--- config.mk ---
export PLATFORM = sky130hd
export DESIGN_NAME = rf_read_port_arb
export DESIGN_NICKNAME = d
export VERILOG_FILES = /design/src/rtl/rf_read_port_arb.sv
export SDC_FILE = /design/constraint.sdc
export NUM_CORES = 1
export LEC_CHECK = 0
export CAP_MARGIN = 20
export CORE_MARGIN = 3
export CORE_UTILIZATION = 40
export DETAILED_ROUTE_END_ITERATION = 8
export GPL_TIMING_DRIVEN = 0
export HOLD_SLACK_MARGIN = 0.02
export MAX_ROUTING_LAYER = met4
export SLEW_MARGIN = 20
export SYNTH_ARGS = -nofsm -noshare
export SYNTH_HDL_FRONTEND = slang
export SYNTH_SLANG_ARGS = --single-unit
--- constraint.sdc ---
create_clock -name clk -period 51.9 [get_ports clk]
set_input_delay 10.38 -clock clk [delete_from_list [all_inputs] [get_ports clk]]
set_output_delay 10.38 -clock clk [all_outputs]
set_load 0.02 [all_outputs]
--- src/rtl/rf_read_port_arb.sv ---
// Register-file read-port arbiter: round-robin with starvation override,
// same-address port sharing, x0 reads served without a port.
module rf_read_port_arb #(
   parameter int NUM_REQ    = 6,
   parameter int NUM_PORTS  = 4,
   parameter int SRC_LEN    = 5,
   parameter int DATA_LEN   = 32,
   parameter int STARVE_LIM = 4
) (
   input  logic                                clk,
   input  logic                                rst,
   input  logic                                flush,
   input  logic [NUM_REQ-1:0]                  req_v,
   input  logic [NUM_REQ-1:0][SRC_LEN-1:0]     req_addr,
   output logic [NUM_REQ-1:0]                  req_gnt,
   output logic [NUM_PORTS-1:0]                port_en,
   output logic [NUM_PORTS-1:0][SRC_LEN-1:0]   port_addr,
   input  logic [NUM_PORTS-1:0][DATA_LEN-1:0]  rf_r_port_data,
   output logic [NUM_REQ-1:0]                  rsp_v,
   output logic [NUM_REQ-1:0][DATA_LEN-1:0]    rsp_data
);

   localparam int IW = (NUM_REQ > 1) ? $clog2(NUM_REQ) : 1;
   localparam int PW = (NUM_PORTS > 1) ? $clog2(NUM_PORTS) : 1;
   localparam int CW = $clog2(STARVE_LIM + 1);
   localparam int NW = $clog2(NUM_PORTS + 1);

   logic [IW-1:0]              rr_ptr_q, rr_ptr_d;
   logic [NUM_REQ-1:0][CW-1:0] wait_cnt_q, wait_cnt_d;
   logic [NUM_REQ-1:0]         rsp_v_q, rsp_v_d;
   logic [NUM_REQ-1:0]         x0_q, x0_d;
   logic [NUM_REQ-1:0][PW-1:0] sel_q, sel_d;

   logic          act;
   logic [NW-1:0] used;
   logic          hit;
   logic [PW-1:0] hit_p;
   logic [IW-1:0] idx;
   logic          last_v;
   logic [IW-1:0] last_idx;

   assign act = !rst && !flush;

   // Pass 0 serves urgent requesters, pass 1 everyone else, both from rr_ptr.
   always_comb begin
      req_gnt   = '0;
      port_en   = '0;
      port_addr = '0;
      sel_d     = '0;
      x0_d      = '0;
      used      = '0;
      hit       = 1'b0;
      hit_p     = '0;
      idx       = '0;
      last_v    = 1'b0;
      last_idx  = '0;
      for (int pass = 0; pass < 2; pass++) begin
         for (int k = 0; k < NUM_REQ; k++) begin
            idx = IW'((int'(rr_ptr_q) + k) % NUM_REQ);
            if (act && req_v[idx] &&
                ((wait_cnt_q[idx] == CW'(STARVE_LIM)) == (pass == 0))) begin
               if (req_addr[idx] == '0) begin
                  req_gnt[idx] = 1'b1;
                  x0_d[idx]    = 1'b1;
               end else begin
                  hit   = 1'b0;
                  hit_p = '0;
                  for (int p = 0; p < NUM_PORTS; p++) begin
                     if (!hit && port_en[p] && port_addr[p] == req_addr[idx]) begin
                        hit   = 1'b1;
                        hit_p = PW'(p);
                     end
                  end
                  if (hit) begin
                     req_gnt[idx] = 1'b1;
                     sel_d[idx]   = hit_p;
                     last_v       = 1'b1;
                     last_idx     = idx;
                  end else if (int'(used) < NUM_PORTS) begin
                     port_en[PW'(used)]   = 1'b1;
                     port_addr[PW'(used)] = req_addr[idx];
                     sel_d[idx]           = PW'(used);
                     used                 = used + NW'(1);
                     req_gnt[idx]         = 1'b1;
                     last_v               = 1'b1;
                     last_idx             = idx;
                  end
               end
            end
         end
      end
   end

   always_comb begin
      rr_ptr_d = rr_ptr_q;
      if (flush) begin
         rr_ptr_d = '0;
      end else if (last_v) begin
         rr_ptr_d = (last_idx == IW'(NUM_REQ - 1)) ? '0 : last_idx + IW'(1);
      end
      wait_cnt_d = '0;
      for (int i = 0; i < NUM_REQ; i++) begin
         if (flush || !req_v[i] || req_gnt[i]) begin
            wait_cnt_d[i] = '0;
         end else if (wait_cnt_q[i] < CW'(STARVE_LIM)) begin
            wait_cnt_d[i] = wait_cnt_q[i] + CW'(1);
         end else begin
            wait_cnt_d[i] = wait_cnt_q[i];
         end
      end
      rsp_v_d = req_gnt;
   end

   always_ff @(posedge clk) begin
      if (rst) begin
         rr_ptr_q   <= '0;
         wait_cnt_q <= '0;
         rsp_v_q    <= '0;
         x0_q       <= '0;
         sel_q      <= '0;
      end else begin
         rr_ptr_q   <= rr_ptr_d;
         wait_cnt_q <= wait_cnt_d;
         rsp_v_q    <= rsp_v_d;
         x0_q       <= x0_d;
         sel_q      <= sel_d;
      end
   end

   // A flush or reset in the response cycle kills the in-flight data.
   assign rsp_v = (rst || flush) ? '0 : rsp_v_q;

   always_comb begin
      rsp_data = '0;
      for (int i = 0; i < NUM_REQ; i++) begin
         if (rsp_v[i] && !x0_q[i]) begin
            rsp_data[i] = rf_r_port_data[sel_q[i]];
         end
      end
   end

endmodule

### Word-level counts from Yosys, hierarchy flattened

Index checks and enable logic that the tools add are counted.

* multiplexer cells: 667
* magnitude comparators: 57
* divide/modulo/power cells: 6
* add/subtract/negate cells: 22
* reduce and logical (&&, ||, !) cells: 183
* equal/unequal tests: 48
* bitwise operators: 41

Operators by type and width (number)
* 2-to-1 mux 20 bit: 44
* 2-to-1 mux 12 bit: 44
* 2-to-1 mux 6 bit: 70
* binary-select mux 32 bit (select 2 bit): 6
* 2-to-1 mux 32 bit: 12
* 2-to-1 mux 3 bit: 93
* bitwise mux 12 bit: 20
* bitwise mux 20 bit: 11
* == test 5 bit: 41
* 2-to-1 mux 1 bit: 204
* 2-to-1 mux 4 bit: 44
* remainder unit 32 x 4 -> 32 bit, second input constant: 5
* OR 6 bit: 22
* logical AND 1 bit: 113
* demux 5 bit (select 2 bit): 11
* 2-to-1 mux 2 bit: 48
* 2-to-1 mux 5 bit: 19
* binary-select mux 5 bit (select 3 bit): 6
* binary-select mux 3 bit (select 3 bit): 6
* adder 3 x 1 -> 3 bit, second input constant: 17
* less-than comparator 2 x 3 -> 1 bit, second input constant: 17
* less-than comparator 3 bit, second input constant: 17
* logical NOT 1 bit: 44
* OR 4 bit: 10
* other kinds (18): 100

* output and inout bits: 228
* bits of input ports: 167
* register bits: 45
* word-level logic and storage cells: 1039

### Logic depth before layout (Yosys ltp)

Gate-level depths: netlist (run 1).

* depth in word-level cells: 277
* gate-level depth with buffers: 78
* depth with buffers taken out: 68

### Worst setup path before layout (run 1)

OpenSTA, ideal clock, no wires.

* path type: input-to-output
* start: in req_v[5]
* end: out port_addr[5] (netlist bit)
* data arrival time: 24.912 ns
* stages on the path: 66
* data required time: 41.520 ns
* setup slack: 16.608 ns
* buffers on the path: 6
* path through: nand2_1 o21ai_0 and3_1 o31ai_2 or2_1 clkbuf_1 nor3_1 o32ai_4 nor2_1 nor2_2 inv_2 nand2_1 inv_1 ha_1 a211oi_1 a31oi_1 or4b_4 a221oi_4 (+30 left out) clkbuf_1 mux2_2 inv_1 ha_1 nand3_1 a2111oi_4 mux2_2 xnor2_1 o2111ai_1 o211a_1 nand3_2 mux2i_1 a21oi_1 a31o_2 or2_4 nor3_4 nor3b_4 mux2i_1

RTL lines
* start: declaration: RTL line 13 `input logic [NUM_REQ-1:0] req_v,`
* end: declaration: RTL line 17 `output logic [NUM_PORTS-1:0][SRC_LEN-1:0] port_addr,`

==> results of run 1 <==
stage by stage:
step / instances / cell area (sq um) / setup slack (ps)
after floorplan: 3263 / 24300 / 16610
after global placement: 4430 / 29200 / 10380
after global routing: 4448 / 29500 / 9190
after CTS: 4443 / 29500 / 10420
final: 4448 / 29500 / 10030
after detailed placement: 4435 / 29300 / 10490
per-layer routing:
layer / up-vias / global-route usage / share of wire
li1: 13387 / - / -
met1: 14999 / 0.530 / 0.38
met4: 0 / 0.265 / 0.078
met3: 499 / 0.0769 / 0.11
met2: 2146 / 0.658 / 0.44
met5: - / - / 0
worst max-delay path, delay by kind of cell:
family	cells	cell delay (ps)
adders and majority gates	4	1070
buffers and inverters	12	3780
and+or+nand+nor	25	7020
AOI/OAI and AO/OA	16	6210
xor gates and xnor gates	4	1350
muxes	5	1630
cell usage in the layout, fill, tap and decap left out, drive strengths merged, types with 16 or more instances in the layout:
cell / count
nand3: 104
o31ai: 22
dfxtp: 45
mux4: 192
o22ai: 56
a211oi: 44
nor2b: 210
nand2b: 35
a2111oi: 17
o21ai: 209
mux2i: 144
a21o: 26
nand4: 36
mux2: 49
and2: 39
nand2: 327
nor2: 315
or3: 30
a22oi: 32
clkbuf: 181
nor4: 38
buf: 81
nor3: 94
a221oi: 37
a21oi: 235
and3: 32
a31oi: 50
o221ai: 21
o22a: 17
or2: 23
o211ai: 21
xnor2: 132
ha: 57
a221o: 17
clkdlybuf4s50: 394
o21a: 19
inv: 64
o32ai: 16
cell type report:
type                    instances  area, sq um  area share
multi-input cells            2904        22100       0.749
plain buffers                 251         1110      0.0377
inverters                      63          236     0.00802
clock buffers                   5          125     0.00424
well taps                     773          967      0.0328
clock inverters                 3         43.8     0.00148
repair buffers                400         3990       0.135
flip-flops and latches         45          901      0.0305
diodes                          4         10.0    0.000339
flip-flops by register name, indices dropped and copies added (netlist names):
register / flops
x0_q: 6
rr_ptr_q: 3
wait_cnt_q: 18
rsp_v_q: 6
sel_q: 12
cell families after synthesis:
| kind of cell | share of synthesized area |
|---|---|
| buf+inv | 0.0555 |
| flops | 0.0371 |
| compound gates | 0.283 |
| mux | 0.261 |
| xor+xnor | 0.0534 |
| simple gates | 0.280 |
| fa+ha+maj | 0.0294 |
power breakdown:
| part | switching, mW | internal, mW | total (mW) |
|---|---|---|---|
| registers | 0.00622 | 0.0406 | 0.0468 |
| clock network | 0.0144 | 0.0228 | 0.0373 |
| logic | 1.06 | 0.483 | 1.54 |
| total | 1.08 | 0.547 | 1.63 |
how the worst max path moves through the flow:
| stage | start | to | slack (ps) | cells past startpoint |
|---|---|---|---|---|
| global placement | req_addr[23] | port_addr[2] | 10380 | 67 |
| finish | req_addr[23] | port_addr[11] | 10030 | 66 |
| floorplan | req_v[5] | port_addr[5] | 16610 | 66 |
| CTS | req_addr[23] | port_addr[1] | 10420 | 67 |
| global route | req_v[5] | port_addr[4] | 9190 | 68 |
| detailed placement | req_addr[23] | port_addr[1] | 10490 | 67 |
==> metrics.md, run 1 <==
| Metric | Value |
|---|---|
| Reg2Reg Launch Point | rr_ptr_q[0] |
| Number of iterations in the first detailed-routing pass | 8 |
| Gr usage total | 0.431 |
| Clock latency on the worst-skew pair | 300 ps |
| Maximum number of pins on one net before global-route repair | 16 |
| Global-route wire length before repair | 199 mm |
| Worst-margin pin slew | 1260 ps |
| First DRT Iteration DRCs | 4,375 |
| Synth area leaders | mux4_2, mux2i_1, nor2b_1 |
| Sequential area share after synthesis | 0.0371 |
| Worst min-delay path endpoint | wait_cnt_q[1] |
| Power density over the cells | 55.2 nW/um^2 |
| Routed wire length per instance | 31.5 um |
| F_max | 0.0239 GHz |
| DRC violation count after routing | 0 |
| Number of maximum-capacitance violations | 0 |
| Final period demand of the worst path | 41,870 ps |
| Net total in the final layout | 3,894 |
| Die boundary height | 252 um |
| Outcome | completed |
| Worst min-delay path category | reg2reg |
| Post-route clock period utilization | 0.807 |
| Library cell with the largest summed area after synthesis | mux4_2 |
| Number of enable-type register cells in the synthesized netlist | 0 |
| Critical register-to-register path endpoint | rr_ptr_q[1] |
| WP data required | 41,520 ps |
| Nature of the critical path endpoint | output port |
| Count of synthesis-stage warnings from yosys | 0 |
| Slowest cell on the critical path | o21ai_1 |
| Number of top-level pins | 395 |
| FF-to-FF path depth | 70 |
| Async set or reset register ratio after synthesis | 0 |
| Number of I/O port buffers | 394 |
| Gr ovfl total | 0 |
| Buffer depth of the longest clock path | 2 |
| Count of mapped cells out of synthesis | 3,263 |
| Detailed-route vias per instance | 6.98 |
| Fraction of final layout cells with drive strength greater than 1 | 0.116 |
| TritonCTS buffer count | 5 |
| Clock slew seen by the registers of the worst setup and hold paths | 70 ps |
| Final setup viols | 0 |
| CTS tree | done |
| Count leader, synth | nand2_1 |
| Type of the setup path with the least slack | in2out |
| Skew final | 16.0 ps |
| CP Max Fanout | 10 |
| Total of flip-flops plus latches after synthesis | 45 |
| WL final | 140 mm |
| Final Core Density | 0.495 |
| Fill cell total of the finished layout | 6,048 |
| Leakage | 9.91 nW |
| Net Count, Synth | 3,487 |
| Startpoint of the most critical hold path | wait_cnt_q[1] |
| RSZ-0062 raised after global routing | no |
| Vias after detailed routing | 31.0k |
| Clock Sinks | 45 |
| Root cell of the clock tree | clkbuf_16 |
| Slowest cell delay on critical path | 940 ps |
| Via count of the first global-routing pass | 27.9k |
| Post-Syn Area | 24,300 sq um |
| Register-to-register setup slack | 28,260 ps |
| PnR Total Power | 1.63 mW |
| Antenna violations before repair | 5 |
| Synth unique cells | 129 |
| WHS | 539 ps |
| Most numerous cell types in the synthesized netlist | nand2_1, nor2_1, a21oi_1 |
| Mean instance size in the synthesized netlist | 7.44 sq um |
| Setup Fix Bufs, Post-CTS | 0 |
| Initial Util | 0.407 |
| Die Outline Area | 63,700 sq um |
| Worst vdd ir | 0.0627 mV |
| Post-CTS resize count | 0 |
| Count of standard-cell rows | 89 |
| Most instantiated flip-flop cell in the synthesis netlist | dfxtp_1 |
| Die Width | 252 um |
| Slew headroom | 0.154 |
| Share of Yosys cell area claimed by the top area cell type | 0.178 |
| Hold depth | 2 |
| Data arrival time of the critical path | 31,490 ps |
| Placeable Area | 59,600 sq um |
| Count of endpoints failing hold in the final timing report | 0 |
| Layout Area Growth over Synthesis | 21.5% |
| CTS HTree Levels | 2 |
| HPWL after detailed placement | 114 mm |
| DRT antenna net count | 0 |
| Number of max-slew violations in the final report | 0 |
| Hold-fix buffers at CTS | 0 |
| Global placement routability congestion | 1.10 |
| Setup TNS | 0 ps |
| Kind of start point of the critical path | input port |
(Power assumes the default switching activity.)
==> run 2: changes to the inputs <==
==> constraint.sdc (replaced) <==
create_clock -name clk -period 42.7 [get_ports clk]
set_input_delay 8.54 -clock clk [delete_from_list [all_inputs] [get_ports clk]]
set_output_delay 8.54 -clock clk [all_outputs]
set_load 0.02 [all_outputs]
==> results of run 2 <==
The final DEF is identical to that of run 1. Status: completed.
Main changes from that run: setup slack after placement 10490 ps -> 4970 ps; setup slack after layout 10030 ps -> 4510 ps; register-to-register setup slack 28260 ps -> 19060 ps; total power 1.63 mW -> 1.98 mW; worst IR drop on VDD 0.0627 mV -> 0.0762 mV
